===== src/rtl/csi_rx_deskew_ctrl_pkg.sv =====
// Shared constants and types for the CSI-2 receive lane deskew calibration block.
package csi_rx_deskew_ctrl_pkg;

    localparam int unsigned NUM_LANE = 2;
    localparam int unsigned TAP_W    = 5;
    localparam int unsigned LANE_W   = (NUM_LANE > 1) ? $clog2(NUM_LANE) : 1;
    localparam int unsigned NUM_TAP  = 1 << TAP_W;
    localparam int unsigned LEN_W    = TAP_W + 1;

    localparam logic [NUM_LANE*TAP_W-1:0] DSKEW_DEFAULT_TAPS = 10'h063;

    typedef enum logic [2:0] {
        ST_IDLE,
        ST_LOAD,
        ST_SETTLE,
        ST_MEAS,
        ST_EVAL,
        ST_APPLY,
        ST_DONE
    } dskew_state_e;

endpackage


===== src/rtl/csi_rx_deskew_ctrl_if.sv =====
// Control/status bundle between the deskew controller and the lane PHY/aligner logic.
interface csi_rx_deskew_ctrl_if;
    import csi_rx_deskew_ctrl_pkg::*;

    logic                      start;
    logic [NUM_LANE-1:0]       sync_hit;
    logic [NUM_LANE*TAP_W-1:0] delay;
    logic [NUM_LANE-1:0]       delay_ld;
    logic                      busy;
    logic                      done;
    logic [NUM_LANE-1:0]       lane_err;

    modport master (
        output start, sync_hit,
        input  delay, delay_ld, busy, done, lane_err
    );

    modport slave (
        input  start, sync_hit,
        output delay, delay_ld, busy, done, lane_err
    );

endinterface


===== src/rtl/csi_rx_eye_tracker.sv =====
// Tracks the current passing-tap run and the longest run seen, and derives the eye centre.
module csi_rx_eye_tracker
    import csi_rx_deskew_ctrl_pkg::*;
(
    input  logic             clock,
    input  logic             reset_n,
    input  logic             i_clear,
    input  logic             i_eval,
    input  logic             i_pass,
    input  logic             i_last,
    input  logic [TAP_W-1:0] i_tap,
    output logic [LEN_W-1:0] o_best_len,
    output logic [TAP_W-1:0] o_centre_c
);

    logic [TAP_W-1:0] r_run_start;
    logic [LEN_W-1:0] r_run_len;
    logic [TAP_W-1:0] r_best_start;
    logic [LEN_W-1:0] r_best_len;

    logic [TAP_W-1:0] w_run_start_nxt;
    logic [LEN_W-1:0] w_run_len_nxt;
    logic [LEN_W-1:0] w_cand_len;
    logic             w_take;
    logic [LEN_W-1:0] w_len_m1;
    logic [LEN_W-1:0] w_sum;

    // A run is a candidate when it closes on a failing tap or is still open at the last tap
    always_comb begin
        w_run_len_nxt   = i_pass ? (r_run_len + LEN_W'(1)) : '0;
        w_run_start_nxt = (i_pass && (r_run_len == '0)) ? i_tap : r_run_start;
        w_cand_len      = i_pass ? w_run_len_nxt : r_run_len;
        w_take          = (!i_pass || i_last) && (w_cand_len > r_best_len);
    end

    always_ff @(posedge clock or negedge reset_n) begin
        if (!reset_n) begin
            r_run_start  <= '0;
            r_run_len    <= '0;
            r_best_start <= '0;
            r_best_len   <= '0;
        end else if (i_clear) begin
            r_run_start  <= '0;
            r_run_len    <= '0;
            r_best_start <= '0;
            r_best_len   <= '0;
        end else if (i_eval) begin
            r_run_start <= w_run_start_nxt;
            r_run_len   <= w_run_len_nxt;
            if (w_take) begin
                r_best_start <= w_run_start_nxt;
                r_best_len   <= w_cand_len;
            end
        end
    end

    // Centre in TAP_W+1 bits; start + (len-1)/2 stays inside the run, so it fits TAP_W
    always_comb begin
        w_len_m1   = (r_best_len == '0) ? '0 : (r_best_len - LEN_W'(1));
        w_sum      = LEN_W'(r_best_start) + (w_len_m1 >> 1);
        o_centre_c = TAP_W'(w_sum);
    end

    assign o_best_len = r_best_len;

endmodule


===== src/rtl/csi_rx_deskew_ctrl.sv =====
// Per-lane IDELAY tap calibration sequencer: sweeps every tap per lane, counts sync hits,
// and programs the centre of the widest passing eye (or the fallback tap).
module csi_rx_deskew_ctrl
    import csi_rx_deskew_ctrl_pkg::*;
#(
    parameter int unsigned               SETTLE_CYC   = 16,
    parameter int unsigned               WINDOW_CYC   = 65536,
    parameter int unsigned               MIN_HITS     = 4,
    parameter int unsigned               MIN_EYE      = 3,
    parameter logic [NUM_LANE*TAP_W-1:0] DEFAULT_TAPS = DSKEW_DEFAULT_TAPS
)(
    input  logic                 clock,
    input  logic                 reset_n,
    csi_rx_deskew_ctrl_if.slave  bus
);

    localparam int unsigned CNT_MAX = (WINDOW_CYC > SETTLE_CYC) ? WINDOW_CYC : SETTLE_CYC;
    localparam int unsigned CNT_W   = (CNT_MAX > 1) ? $clog2(CNT_MAX) : 1;
    localparam int unsigned HIT_W   = $clog2(MIN_HITS + 1);

    localparam logic [TAP_W-1:0]  TAP_LAST  = TAP_W'(NUM_TAP - 1);
    localparam logic [LANE_W-1:0] LANE_LAST = LANE_W'(NUM_LANE - 1);

    dskew_state_e              r_state,    w_state_nxt;
    logic [LANE_W-1:0]         r_lane,     w_lane_nxt;
    logic [TAP_W-1:0]          r_tap,      w_tap_nxt;
    logic [CNT_W-1:0]          r_cnt,      w_cnt_nxt;
    logic [HIT_W-1:0]          r_hits,     w_hits_nxt;
    logic [NUM_LANE*TAP_W-1:0] r_delay,    w_delay_nxt;
    logic [NUM_LANE-1:0]       r_delay_ld, w_delay_ld_nxt;
    logic                      r_busy,     w_busy_nxt;
    logic                      r_done,     w_done_nxt;
    logic [NUM_LANE-1:0]       r_lane_err, w_lane_err_nxt;

    logic                      w_trk_clear;
    logic                      w_trk_eval;
    logic                      w_pass;
    logic                      w_last;
    logic [LEN_W-1:0]          w_best_len;
    logic [TAP_W-1:0]          w_centre;
    logic                      w_eye_ok;
    logic [TAP_W-1:0]          w_final;

    assign w_pass   = (r_hits == HIT_W'(MIN_HITS));
    assign w_last   = (r_tap == TAP_LAST);
    assign w_eye_ok = (w_best_len >= LEN_W'(MIN_EYE));
    assign w_final  = w_eye_ok ? w_centre : DEFAULT_TAPS[r_lane*TAP_W +: TAP_W];

    csi_rx_eye_tracker u_eye (
        .clock      (clock),
        .reset_n    (reset_n),
        .i_clear    (w_trk_clear),
        .i_eval     (w_trk_eval),
        .i_pass     (w_pass),
        .i_last     (w_last),
        .i_tap      (r_tap),
        .o_best_len (w_best_len),
        .o_centre_c (w_centre)
    );

    // Next-state and registered-output logic; start restarts from any state
    always_comb begin
        w_state_nxt    = r_state;
        w_lane_nxt     = r_lane;
        w_tap_nxt      = r_tap;
        w_cnt_nxt      = r_cnt;
        w_hits_nxt     = r_hits;
        w_delay_nxt    = r_delay;
        w_delay_ld_nxt = '0;
        w_busy_nxt     = r_busy;
        w_done_nxt     = r_done;
        w_lane_err_nxt = r_lane_err;
        w_trk_clear    = 1'b0;
        w_trk_eval     = 1'b0;

        if (bus.start) begin
            w_state_nxt    = ST_LOAD;
            w_lane_nxt     = '0;
            w_tap_nxt      = '0;
            w_cnt_nxt      = '0;
            w_hits_nxt     = '0;
            w_busy_nxt     = 1'b1;
            w_done_nxt     = 1'b0;
            w_lane_err_nxt = '0;
            w_trk_clear    = 1'b1;
        end else begin
            case (r_state)
                ST_IDLE: ;
                ST_LOAD: begin
                    w_delay_nxt[r_lane*TAP_W +: TAP_W] = r_tap;
                    w_delay_ld_nxt[r_lane]             = 1'b1;
                    w_cnt_nxt                          = '0;
                    w_hits_nxt                         = '0;
                    w_state_nxt                        = ST_SETTLE;
                end
                ST_SETTLE: begin
                    if (r_cnt == CNT_W'(SETTLE_CYC - 1)) begin
                        w_cnt_nxt   = '0;
                        w_state_nxt = ST_MEAS;
                    end else begin
                        w_cnt_nxt = r_cnt + CNT_W'(1);
                    end
                end
                ST_MEAS: begin
                    if (bus.sync_hit[r_lane] && !w_pass)
                        w_hits_nxt = r_hits + HIT_W'(1);
                    if (r_cnt == CNT_W'(WINDOW_CYC - 1)) begin
                        w_cnt_nxt   = '0;
                        w_state_nxt = ST_EVAL;
                    end else begin
                        w_cnt_nxt = r_cnt + CNT_W'(1);
                    end
                end
                ST_EVAL: begin
                    w_trk_eval = 1'b1;
                    if (w_last) begin
                        w_state_nxt = ST_APPLY;
                    end else begin
                        w_tap_nxt   = r_tap + TAP_W'(1);
                        w_state_nxt = ST_LOAD;
                    end
                end
                ST_APPLY: begin
                    w_delay_nxt[r_lane*TAP_W +: TAP_W] = w_final;
                    w_delay_ld_nxt[r_lane]             = 1'b1;
                    if (!w_eye_ok)
                        w_lane_err_nxt[r_lane] = 1'b1;
                    if (r_lane == LANE_LAST) begin
                        w_busy_nxt  = 1'b0;
                        w_done_nxt  = 1'b1;
                        w_state_nxt = ST_DONE;
                    end else begin
                        w_lane_nxt  = r_lane + LANE_W'(1);
                        w_tap_nxt   = '0;
                        w_trk_clear = 1'b1;
                        w_state_nxt = ST_LOAD;
                    end
                end
                ST_DONE: w_state_nxt = ST_IDLE;
                default: w_state_nxt = ST_IDLE;
            endcase
        end
    end

    always_ff @(posedge clock or negedge reset_n) begin
        if (!reset_n) begin
            r_state    <= ST_IDLE;
            r_lane     <= '0;
            r_tap      <= '0;
            r_cnt      <= '0;
            r_hits     <= '0;
            r_delay    <= DEFAULT_TAPS;
            r_delay_ld <= '0;
            r_busy     <= 1'b0;
            r_done     <= 1'b0;
            r_lane_err <= '0;
        end else begin
            r_state    <= w_state_nxt;
            r_lane     <= w_lane_nxt;
            r_tap      <= w_tap_nxt;
            r_cnt      <= w_cnt_nxt;
            r_hits     <= w_hits_nxt;
            r_delay    <= w_delay_nxt;
            r_delay_ld <= w_delay_ld_nxt;
            r_busy     <= w_busy_nxt;
            r_done     <= w_done_nxt;
            r_lane_err <= w_lane_err_nxt;
        end
    end

    assign bus.delay    = r_delay;
    assign bus.delay_ld = r_delay_ld;
    assign bus.busy     = r_busy;
    assign bus.done     = r_done;
    assign bus.lane_err = r_lane_err;

endmodule


===== src/flat_wrapper.sv =====
// flat-port wrapper written by rule: the top's interface ports become plain ports
module csi_rx_deskew_ctrl_flat import csi_rx_deskew_ctrl_pkg::*;
#(
    parameter int unsigned               SETTLE_CYC   = 16,
    parameter int unsigned               WINDOW_CYC   = 65536,
    parameter int unsigned               MIN_HITS     = 4,
    parameter int unsigned               MIN_EYE      = 3,
    parameter logic [NUM_LANE*TAP_W-1:0] DEFAULT_TAPS = DSKEW_DEFAULT_TAPS
)
  (clock, reset_n, bus_start, bus_sync_hit, bus_delay, bus_delay_ld, bus_busy, bus_done, bus_lane_err);
  csi_rx_deskew_ctrl_if bus_i ();
  input  logic clock;
  input  logic reset_n;
  input wire logic [$bits(bus_i.start)-1:0] bus_start;
  input wire logic [$bits(bus_i.sync_hit)-1:0] bus_sync_hit;
  output wire logic [$bits(bus_i.delay)-1:0] bus_delay;
  output wire logic [$bits(bus_i.delay_ld)-1:0] bus_delay_ld;
  output wire logic [$bits(bus_i.busy)-1:0] bus_busy;
  output wire logic [$bits(bus_i.done)-1:0] bus_done;
  output wire logic [$bits(bus_i.lane_err)-1:0] bus_lane_err;
  assign bus_i.start = bus_start;
  assign bus_i.sync_hit = bus_sync_hit;
  assign bus_delay = bus_i.delay;
  assign bus_delay_ld = bus_i.delay_ld;
  assign bus_busy = bus_i.busy;
  assign bus_done = bus_i.done;
  assign bus_lane_err = bus_i.lane_err;
  csi_rx_deskew_ctrl #(.SETTLE_CYC(SETTLE_CYC), .WINDOW_CYC(WINDOW_CYC), .MIN_HITS(MIN_HITS), .MIN_EYE(MIN_EYE), .DEFAULT_TAPS(DEFAULT_TAPS)) u_core (.clock(clock), .reset_n(reset_n), .bus(bus_i));
endmodule

===== config.mk =====
export PLATFORM = sky130hd
export DESIGN_NAME = csi_rx_deskew_ctrl_flat
export DESIGN_NICKNAME = d
export VERILOG_FILES = /design/src/rtl/csi_rx_deskew_ctrl_pkg.sv /design/src/rtl/csi_rx_deskew_ctrl_if.sv /design/src/rtl/csi_rx_eye_tracker.sv /design/src/rtl/csi_rx_deskew_ctrl.sv /design/src/flat_wrapper.sv
export SDC_FILE = /design/constraint.sdc
export NUM_CORES = 1
export LEC_CHECK = 0
export CORE_UTILIZATION = 58
export CTS_CLUSTER_DIAMETER = 30
export DETAILED_ROUTE_END_ITERATION = 7
export GPL_TIMING_DRIVEN = 0
export PLACE_DENSITY = 0.83
export SLEW_MARGIN = 20
export SYNTH_ARGS = -nofsm -noshare
export SYNTH_HDL_FRONTEND = slang
export SYNTH_SLANG_ARGS = --single-unit

===== constraint.sdc =====
create_clock -name clock -period 2.78 [get_ports clock]
set_input_delay 0.556 -clock clock [delete_from_list [all_inputs] [get_ports clock]]
set_output_delay 0.556 -clock clock [all_outputs]
set_load 0.01 [all_outputs]

# Word-level counts from Yosys, hierarchy flattened
# Index checks and enable logic that the tools add are counted.
totals:
  ff_bits: 66
  in_bits: 5
  output_inout_bits: 16
  elab_cells: 132
op_classes:
  n_addsub: 8
  multipliers: 1
  n_lt_le_gt_ge: 4
  eq_ne: 16
  n_shift: 4
  n_mux: 58
  n_bitwise: 2
  n_reduce_logical: 25
op_table:
  columns: ["operator", "n"]
  rows:
  - ["5-bit by 34-bit variable part select with 10-bit output", 2]
  - ["5-bit two-way mux", 10]
  - ["16-bit two-way mux", 3]
  - ["6-bit two-way mux", 8]
  - ["16-bit one-hot mux with 3 select lines", 1]
  - ["4-bit negator with 34-bit output", 1]
  - ["5-bit by 34-bit variable shift with 10-bit output (first input constant)", 1]
  - ["3-bit two-way mux", 7]
  - ["10-bit bitwise mux", 2]
  - ["10-bit one-hot mux with 2 select lines", 1]
  - ["3-bit one-hot mux with 6 select lines", 1]
  - ["1-bit two-way mux", 17]
  - ["16-bit by 1-bit adder with 16-bit output (second input constant)", 1]
  - ["16-bit == test (second input constant)", 1]
  - ["16-bit by 4-bit == test with 1-bit output (second input constant)", 1]
  - ["6-bit logical NOT", 2]
  - ["2-bit two-way mux", 5]
  - ["5-bit one-hot mux with 2 select lines", 1]
  - ["2-bit AND reduction", 5]
  - ["2-bit nonzero test", 5]
  - ["10-bit by 5-bit variable part select with 5-bit output (first input constant)", 1]
  - ["3-bit == test (second input constant)", 3]
  - ["3-bit by 2-bit != test with 1-bit output (second input constant)", 3]
  - ["6-bit by 1-bit adder with 6-bit output (second input constant)", 1]
  - ["other kinds (27)", 35]

# Logic depth before layout (Yosys ltp)
# Gate-level depths: netlist of the first run.
logic_depth:
  word_depth: 8
  mapped_depth: 12
  mapped_depth_nobuf: 12

# Modules after synthesis
# From an unflattened synthesis of the first run, not the netlist that was laid out.
hier_totals:
  hier_cells: 449
  area_unflattened_um2: 4131.5
by_module_without_submodules:
  columns: ["mod", "n_inst", "cells_per_inst", "area_each_um2", "seq_area_each_um2"]
  rows:
  - ["csi_rx_deskew_ctrl", 1, 265, 2417.3, 1106.1]
  - ["csi_rx_eye_tracker", 1, 184, 1714.1, 550.5]

# Worst setup path before layout of the first run
# No wires, ideal clock.
synth_timing:
  path_type: "register -> register"
  startpoint: "reg u_core.r_hits[0]"
  endpoint: "reg u_core.u_eye.r_best_start[4]"
  setup_time_ns: 0.120
  t_arrival_ns: 2.320
  setup_slack_ns: 0.340
  path_stages_with_launch: 12
  path_buffers: 0
  period_less_slack_ns: 2.440
  cell_sequence: "dfrtp_1 inv_1 ha_1 nand2_1 inv_2 nand2_1 xnor2_1 ha_1 nand4_1 o221ai_1 nand2_1 a31o_2"
synth_via:
  elab_chain_len: 7
  word_cells_on_any_way: 14
  cone_classes: "order compare: 1; eq/ne: 1; mux: 6; reduce/logical: 6"
synth_rtl:
  columns: ["element", "line_no", "rtl"]
  rows:
  - ["start: declaration", "csi_rx_deskew_ctrl.sv:28", "logic [HIT_W-1:0] r_hits, w_hits_nxt;"]
  - ["start signal: assignment", "csi_rx_deskew_ctrl.sv:162", "r_hits <= w_hits_nxt;"]
  - ["3-bit == test *", "csi_rx_deskew_ctrl.sv:44", "assign w_pass = (r_hits == HIT_W'(MIN_HITS));"]
  - ["6-bit two-way mux", "csi_rx_eye_tracker.sv:30", "w_run_len_nxt = i_pass ? (r_run_len + LEN_W'(1)) : '0;"]
  - ["6-bit two-way mux", "csi_rx_eye_tracker.sv:32", "w_cand_len = i_pass ? w_run_len_nxt : r_run_len;"]
  - ["6-bit greater-than comparator", "csi_rx_eye_tracker.sv:33", "w_take = (!i_pass || i_last) && (w_cand_len > r_best_len);"]
  - ["1-bit logical AND", "csi_rx_eye_tracker.sv:33", null]
  - ["2-bit nonzero test (no line)", null, null]
  - ["2-bit AND reduction (no line)", null, null]
  - ["end signal: assignment", "csi_rx_eye_tracker.sv:51", "r_best_start <= w_run_start_nxt;"]
  - ["end: declaration", "csi_rx_eye_tracker.sv:18", "logic [TAP_W-1:0] r_best_start;"]
# Mark *: on every way between the ends. The rest lies on a longest branch, timed or not. The select of a mux whose other input is x is not followed.
# A chain may end at the register's enable or synchronous reset.

# Worst setup path after layout of the first run
# Same ends and word-level chain as after synthesis.

==> results.tsv, run 1 <==
metric	value	unit
clock tree buffer depth	2	
Crit Path Class	flop to flop	
met2 Use GR	0.479	
largest family of logic cells by synthesized area	simple AND/OR/NAND/NOR gates	
post-synthesis sequential area ratio	0.421	
post-synthesis mux area share	0.0312	
starting DRC count in detailed routing	219	
PD cells	447	mW/mm^2
CP endpoint kind	flop	
Core Region	0.00646	mm^2
share of cells above drive strength 1	0.127	
Die Width	84.4	um
Finished Layout Cells	543	
# DRC	3	
Clk pin slew, worst setup/hold paths	80	ps
Hold Path Class	input pin to async pin	
GR Util met3	0.0541	
H-Tree Depth	3	
Post-Synth Adder-Cell Area	0.0719	
Critical Path Fanout Max	7	
worst reg-to-reg setup slack	190	ps
final slew viol count	0	
relative slew slack	0.657	
Async SR Flop Fraction	1.00	
Yosys cell types	62	
Starting Density	0.609	
antenna cells	0	
All-Layer GR Usage	0.274	
Final Cycle Share	0.931	
CTS Sinks	66	
final net count	488	
syn avg cell area	9.26	um^2
PortBufs	19	
YS warnings	0	
mapped cell area	0.00394	mm^2
TritonCTS clock tree	yes	
cells taking the most area after synthesis	dfrtp_1 (39%), ha_1 (6.7%), nor2_1 (4.9%)	
xor/xnor share of the synthesized area	0.0267	
die area	0.00712	mm^2
Final setup viols	0	
synth cell count leaders	dfrtp_1 (62), nor2_1 (51), a21oi_1 (31)	
Main synth FF type	dfrtp_1	
most common cell in the netlist	dfrtp_1	
RePlAce Congestion	0.870	
IO Count	21	
Worst-Skew Late Latency	350	ps
Die Span Y	84.4	um
Setup WS post-layout	192	ps
Hold Vio Cnt, Final	0	
number of enable flip-flop cells after synthesis	0	
initial antenna violation count	0	
Post-Synth Simple-Gate Area	0.216	
DRT Pass-1 Iters	8	
max_cap viols	0	
WL final	8.99	mm
vias in the first global route	3288	
clk_skew	9.24	ps
number of CTS-inserted buffers	9	
DR vias/cell	6.21	
Compound-Gate Fraction of Synth Area	0.187	
dpl hpwl	6.36	mm
Worst EP required	3070	ps
num rows	29	
leakage power	0.00203	uW
GRT busiest layer	met2	
syn_nets	452	
Cell Count Post-Placement	522	
first-pass GRT wire length	15.4	mm
R2R depth	12	
Max Fclk	0.386	GHz
Clock Tree Root	clkbuf_8	
Tightest Pin Transition	511	ps
reg2reg start	u_core.r_hits[0]	
post-synthesis register bit count	66	
Data arrival, critical path	2880	ps
Mapped Cells	425	
routed len/inst	16.6	um
Remaining Overflow, GRT	0	
Worst Setup Start Kind	flop	
Fillers	487	
Final Critical Period	2590	ps
grt met1 use	0.338	
status	complete, but fails checks	
Area Overhead vs Synth	15.4	%
number of hold buffers added after cts	0	
area share of the largest cell type after synthesis	0.394	
cell taking the most area after synthesis	dfrtp_1	
pre-CTS setup slack	-121	ps
worst r2r dst	u_core.u_eye.r_best_start[4]	
largest net degree at the start of global routing	43	
post-detailed-route count of antenna-violating nets	0	
failing checks	DRC	
VDD IR max	0.000360	V
vias	3374	
-- critical path: stages (launching register included) --
cell and delay [ps]:
dfrtp_1 420, inv_1 70, ha_1 160, nand2_2 140
inv_2 150, nand2_1 80, xnor2_1 160, ha_1 320
nand4_1 110, buf_4 180, o221a_2 310, nor4_1 290
a31o_2 150
-- state kept, by name, summed over array words and instances (netlist names), 3 cells and up --
| name | count |
|---|---|
| u_core.r_hits | 3 |
| u_core.u_eye.r_run_start | 5 |
| u_core.r_cnt | 16 |
| u_core.r_tap | 5 |
| u_core.u_eye.o_best_len | 6 |
| u_core.r_state | 3 |
| u_core.bus.delay | 10 |
| u_core.u_eye.r_run_len | 6 |
| u_core.u_eye.r_best_start | 5 |
-- cell type report --
cell class	instances	area (um^2)	share of cell area
clock inverters	7	78.8	0.0174
well taps	77	96.3	0.0212
flip-flops and latches	66	1660	0.365
repair buffers	25	245	0.0540
inverters	24	90.1	0.0198
plain buffers	17	92.6	0.0204
clock buffers	9	124	0.0273
multi-input cells	318	2160	0.475
-- worst max path at each step --
stage | start | endpoint | slack (ps) | depth (start not counted)
3_3_place_gp | reset_n | u_core.r_cnt[1] | -1070 | 1
6_report | u_core.r_hits[0] | u_core.u_eye.r_best_start[4] | 190 | 12
5_1_grt | u_core.u_eye.o_best_len[2] | u_core.bus.delay[8] | -20 | 10
4_1_cts | u_core.r_hits[0] | u_core.u_eye.r_best_start[1] | 30 | 11
3_5_place_dp | u_core.r_hits[0] | u_core.u_eye.r_best_start[4] | -120 | 11
2_1_floorplan | u_core.r_hits[0] | u_core.u_eye.r_best_start[4] | 340 | 11
-- metrics by stage --
step	setup TNS [ps]	power (uW)	hold slack, ps	area (um^2)	utilization
6_report	0	2030	99.0	4540	0.703
4_1_cts	0	2040	110	4470	0.692
3_3_place_gp	-67490	1210	456	4220	0.654
3_5_place_dp	-486	1220	469	4240	0.656
5_1_grt	-26.8	2100	123	4540	0.703
2_1_floorplan	0	1130	260	3940	-
-- repair_timing --
action / 4_1_cts / 5_1_grt
setup endpoints to repair: 6 / 13
endpoints found under the hold margin: 0 / 0
buffers inserted: 0 / 5
gates resized for setup: 4 / 8
pin swaps: 0 / 2
-- layout by cell type (no fill, tap or decap), types with 5 or more instances in the layout --
| master | synthesis | routed |
|---|---|---|
| nor4_1 | 7 | 7 |
| nand3_1 | 14 | 14 |
| clkbuf_1 | 8 | 8 |
| a211oi_1 | 8 | 8 |
| clkbuf_8 | 0 | 9 |
| o21ai_0 | 13 | 12 |
| xor2_1 | 5 | 5 |
| a21o_1 | 5 | 5 |
| nor3_1 | 11 | 11 |
| nand2b_1 | 10 | 10 |
| dfrtp_1 | 62 | 61 |
| nand4_1 | 6 | 6 |
| a21oi_1 | 31 | 30 |
| and3_1 | 7 | 7 |
| a31oi_1 | 19 | 19 |
| nor2_1 | 51 | 49 |
| xnor2_1 | 7 | 7 |
| clkdlybuf4s50_1 | 0 | 18 |
| ha_1 | 21 | 21 |
| inv_1 | 23 | 23 |
| nand2_1 | 30 | 29 |
| o31ai_1 | 7 | 7 |
| mux2i_1 | 10 | 10 |
| buf_4 | 0 | 6 |
-- per-layer routing --
layer,routed length (um),share of wire,vias up
met5,0,0,-
met4,164,0.018,0
met3,429,0.048,15
met2,4530,0.50,94
met1,3860,0.43,1642
li1,-,-,1623
-- logic make-up after synthesis --
kind of cell | after synthesis
flip-flops | 66
AO/OA/AOI/OAI | 111
XOR/XNOR | 12
AND/OR/NAND/NOR | 161
buffers and inverters | 41
adder cells (fa/ha/maj) | 22
multiplexers | 12
-- where the power goes --
part	internal, uW	leakage [uW]	switching, uW	total [uW]
registers	991	0.000887	30.7	1020
logic	73.7	0.00104	103	176
clock network	421	0.000104	410	831
total	1490	0.00203	543	2030
Power figures use the tool's default switching activity.
==> run 2, diff against run 1 <==
- MAX_ROUTING_LAYER: not set -> met4
==> results.tsv, run 2 (synthesis results as in run 1) <==
metric	value	unit	change
leakage power	0.00203	uW	unchanged
largest net degree at the start of global routing	43		unchanged
Final Critical Period	2590	ps	about the same
final slew viol count	0		unchanged
max_cap viols	0		unchanged
status	complete, but fails checks		unchanged
Worst Hold Slack	103	ps	was 99.0 ps
Die Span Y	84.4	um	unchanged
share of the core filled with cells	0.703		unchanged
Starting Density	0.609		unchanged
starting DRC count in detailed routing	207		was 219
initial antenna violation count	0		unchanged
PD cells	446	mW/mm^2	was 447 mW/mm^2
Worst EP required	3050	ps	was 3070 ps
CP endpoint kind	flop		unchanged
max reg flops	16		unchanged
vias	3354		was 3374
final setup TNS	0	ps	unchanged
post-route cell area	0.00454	mm^2	unchanged
DRT Pass-1 Iters	8		unchanged
sequential power share	0.504		was 0.503
clk_skew	9.84	ps	was 9.24 ps
Power Internal	1490	uW	about the same
VDD IR max	0.000361	V	was 0.000360 V
IO Count	21		unchanged
switch share	0.267		was 0.268
Core Region	0.00646	mm^2	unchanged
post-detailed-route count of antenna-violating nets	0		unchanged
Remaining Overflow, GRT	0		unchanged
Die Width	84.4	um	unchanged
NetSw	540	uW	was 543 uW
Tightest Pin Transition	519	ps	was 511 ps
Area Overhead vs Synth	15.4	%	unchanged
antenna cells	0		unchanged
H-Tree Depth	3		unchanged
vias in the first global route	3282		was 3288
WL final	9.00	mm	was 8.99 mm
Worst-Skew Late Latency	350	ps	about the same
number of CTS-inserted buffers	9		unchanged
failing checks	DRC		unchanged
Hold Vio Cnt, Final	0		unchanged
Final setup viols	0		unchanged
Worst Setup Start Kind	flop		unchanged
final net count	488		unchanged
dpl hpwl	6.36	mm	unchanged
Hold Path Class	input pin to async pin		unchanged
Cell Count Post-Placement	522		unchanged
Critical Path Fanout Max	6		was 7
Max Fclk	0.386	GHz	about the same
relative slew slack	0.654		was 0.657
share of cells above drive strength 1	0.127		unchanged
most common cell after layout, fill and taps aside	dfrtp_1		unchanged
Data arrival, critical path	2870	ps	was 2880 ps
die area	0.00712	mm^2	unchanged
logic gate share of total power	0.087		about the same
PortBufs	19		unchanged
num rows	29		unchanged
TritonCTS clock tree	yes		unchanged
Clock Tree Root	clkbuf_8		unchanged
RePlAce Congestion	0.884		was 0.870
# DRC	3		unchanged
Crit Path Class	flop to flop		unchanged
clock tree buffer depth	2		unchanged
Post-Place Cell Area	0.00424	mm^2	unchanged
largest register by flop count	u_core.r_cnt		unchanged
routed len/inst	16.6	um	about the same
Finished Layout Cells	543		unchanged
Clk pin slew, worst setup/hold paths	80	ps	about the same
All-Layer GR Usage	0.282		was 0.274
DR vias/cell	6.18		was 6.21
Final Cycle Share	0.933		was 0.931
first-pass GRT wire length	15.4	mm	unchanged
clock network fraction of design power	0.408		was 0.410
CTS Sinks	66		unchanged
commonest cells after routing, fill and taps aside	dfrtp_1 (61), nor2_1 (49), a21oi_1 (30), nand2_1 (29), inv_1 (23)		unchanged
[run 2: cell counts in the layout (fill, tap and decap cells not counted)]
No cell type changed its count.
[run 2: path summary, 6_finish.rpt]
check	start	to	slack, ps	depth (start not counted)
setup / recovery	u_core.u_eye.o_best_len[2]	u_core.bus.delay[8]	190	10
hold / removal	reset_n	u_core.bus.delay_ld[0]	100	1
setup reg to reg	u_core.u_eye.o_best_len[2]	u_core.bus.delay[8]	190	10
hold reg to reg	u_core.bus.delay[1]	u_core.bus.delay[1]	480	2
max in group asynchronous	reset_n	u_core.u_eye.o_best_len[0]	2140	2
min in group clock	u_core.bus.delay[1]	u_core.bus.delay[1]	480	2
[run 2: worst max-delay path: stages (launching register included)]
cell and delay [ps]:
dfrtp_1 440, nor4_1 480, and2_1 290, nand2b_1 180, inv_1 60, ha_1 270
a21o_1 150, a21oi_1 170, xnor2_1 170, nand4_1 120, a31oi_1 180
[run 2: metal layers]
layer,vias up,GRT usage,part of all wire
li1,1621,-,-
met1,1624,0.340,0.44
met2,92,0.478,0.50
met3,17,0.0383,0.041
met4,0,0.122,0.021
met5,-,-,0
[run 2: cell type report]
type,instances,area (um^2)
sequential,66,1660
buffer,17,92.6
fill,487,1920
clock inverter,7,78.8
tap,77,96.3
clock buffer,9,124
inverter,24,90.1
multi-input combinational,318,2160
timing repair buffer,25,245
[run 2: metrics by stage]
step,power [uW],worst slack [ps]
5_1_grt,2100,-81.1
6_report,2030,187
4_1_cts,2040,28.3
3_5_place_dp,1220,-121
2_1_floorplan,1130,340
3_3_place_gp,1210,-1070
[run 2: power groups by stage]
stage	combinational [uW]	sequential (uW)	clock, uW
global placement	169	1040	0
finish	177	1020	827
CTS	179	1020	837
global route	197	1030	875
floorplan	93.9	1040	0
detailed placement	177	1040	0
[run 2: repair_timing]
action                     CTS  global route
pin swaps                    0             2
buffers inserted             0             5
hold buffers                 0             0
gates resized for setup      4             8
setup endpoints to repair    6            13
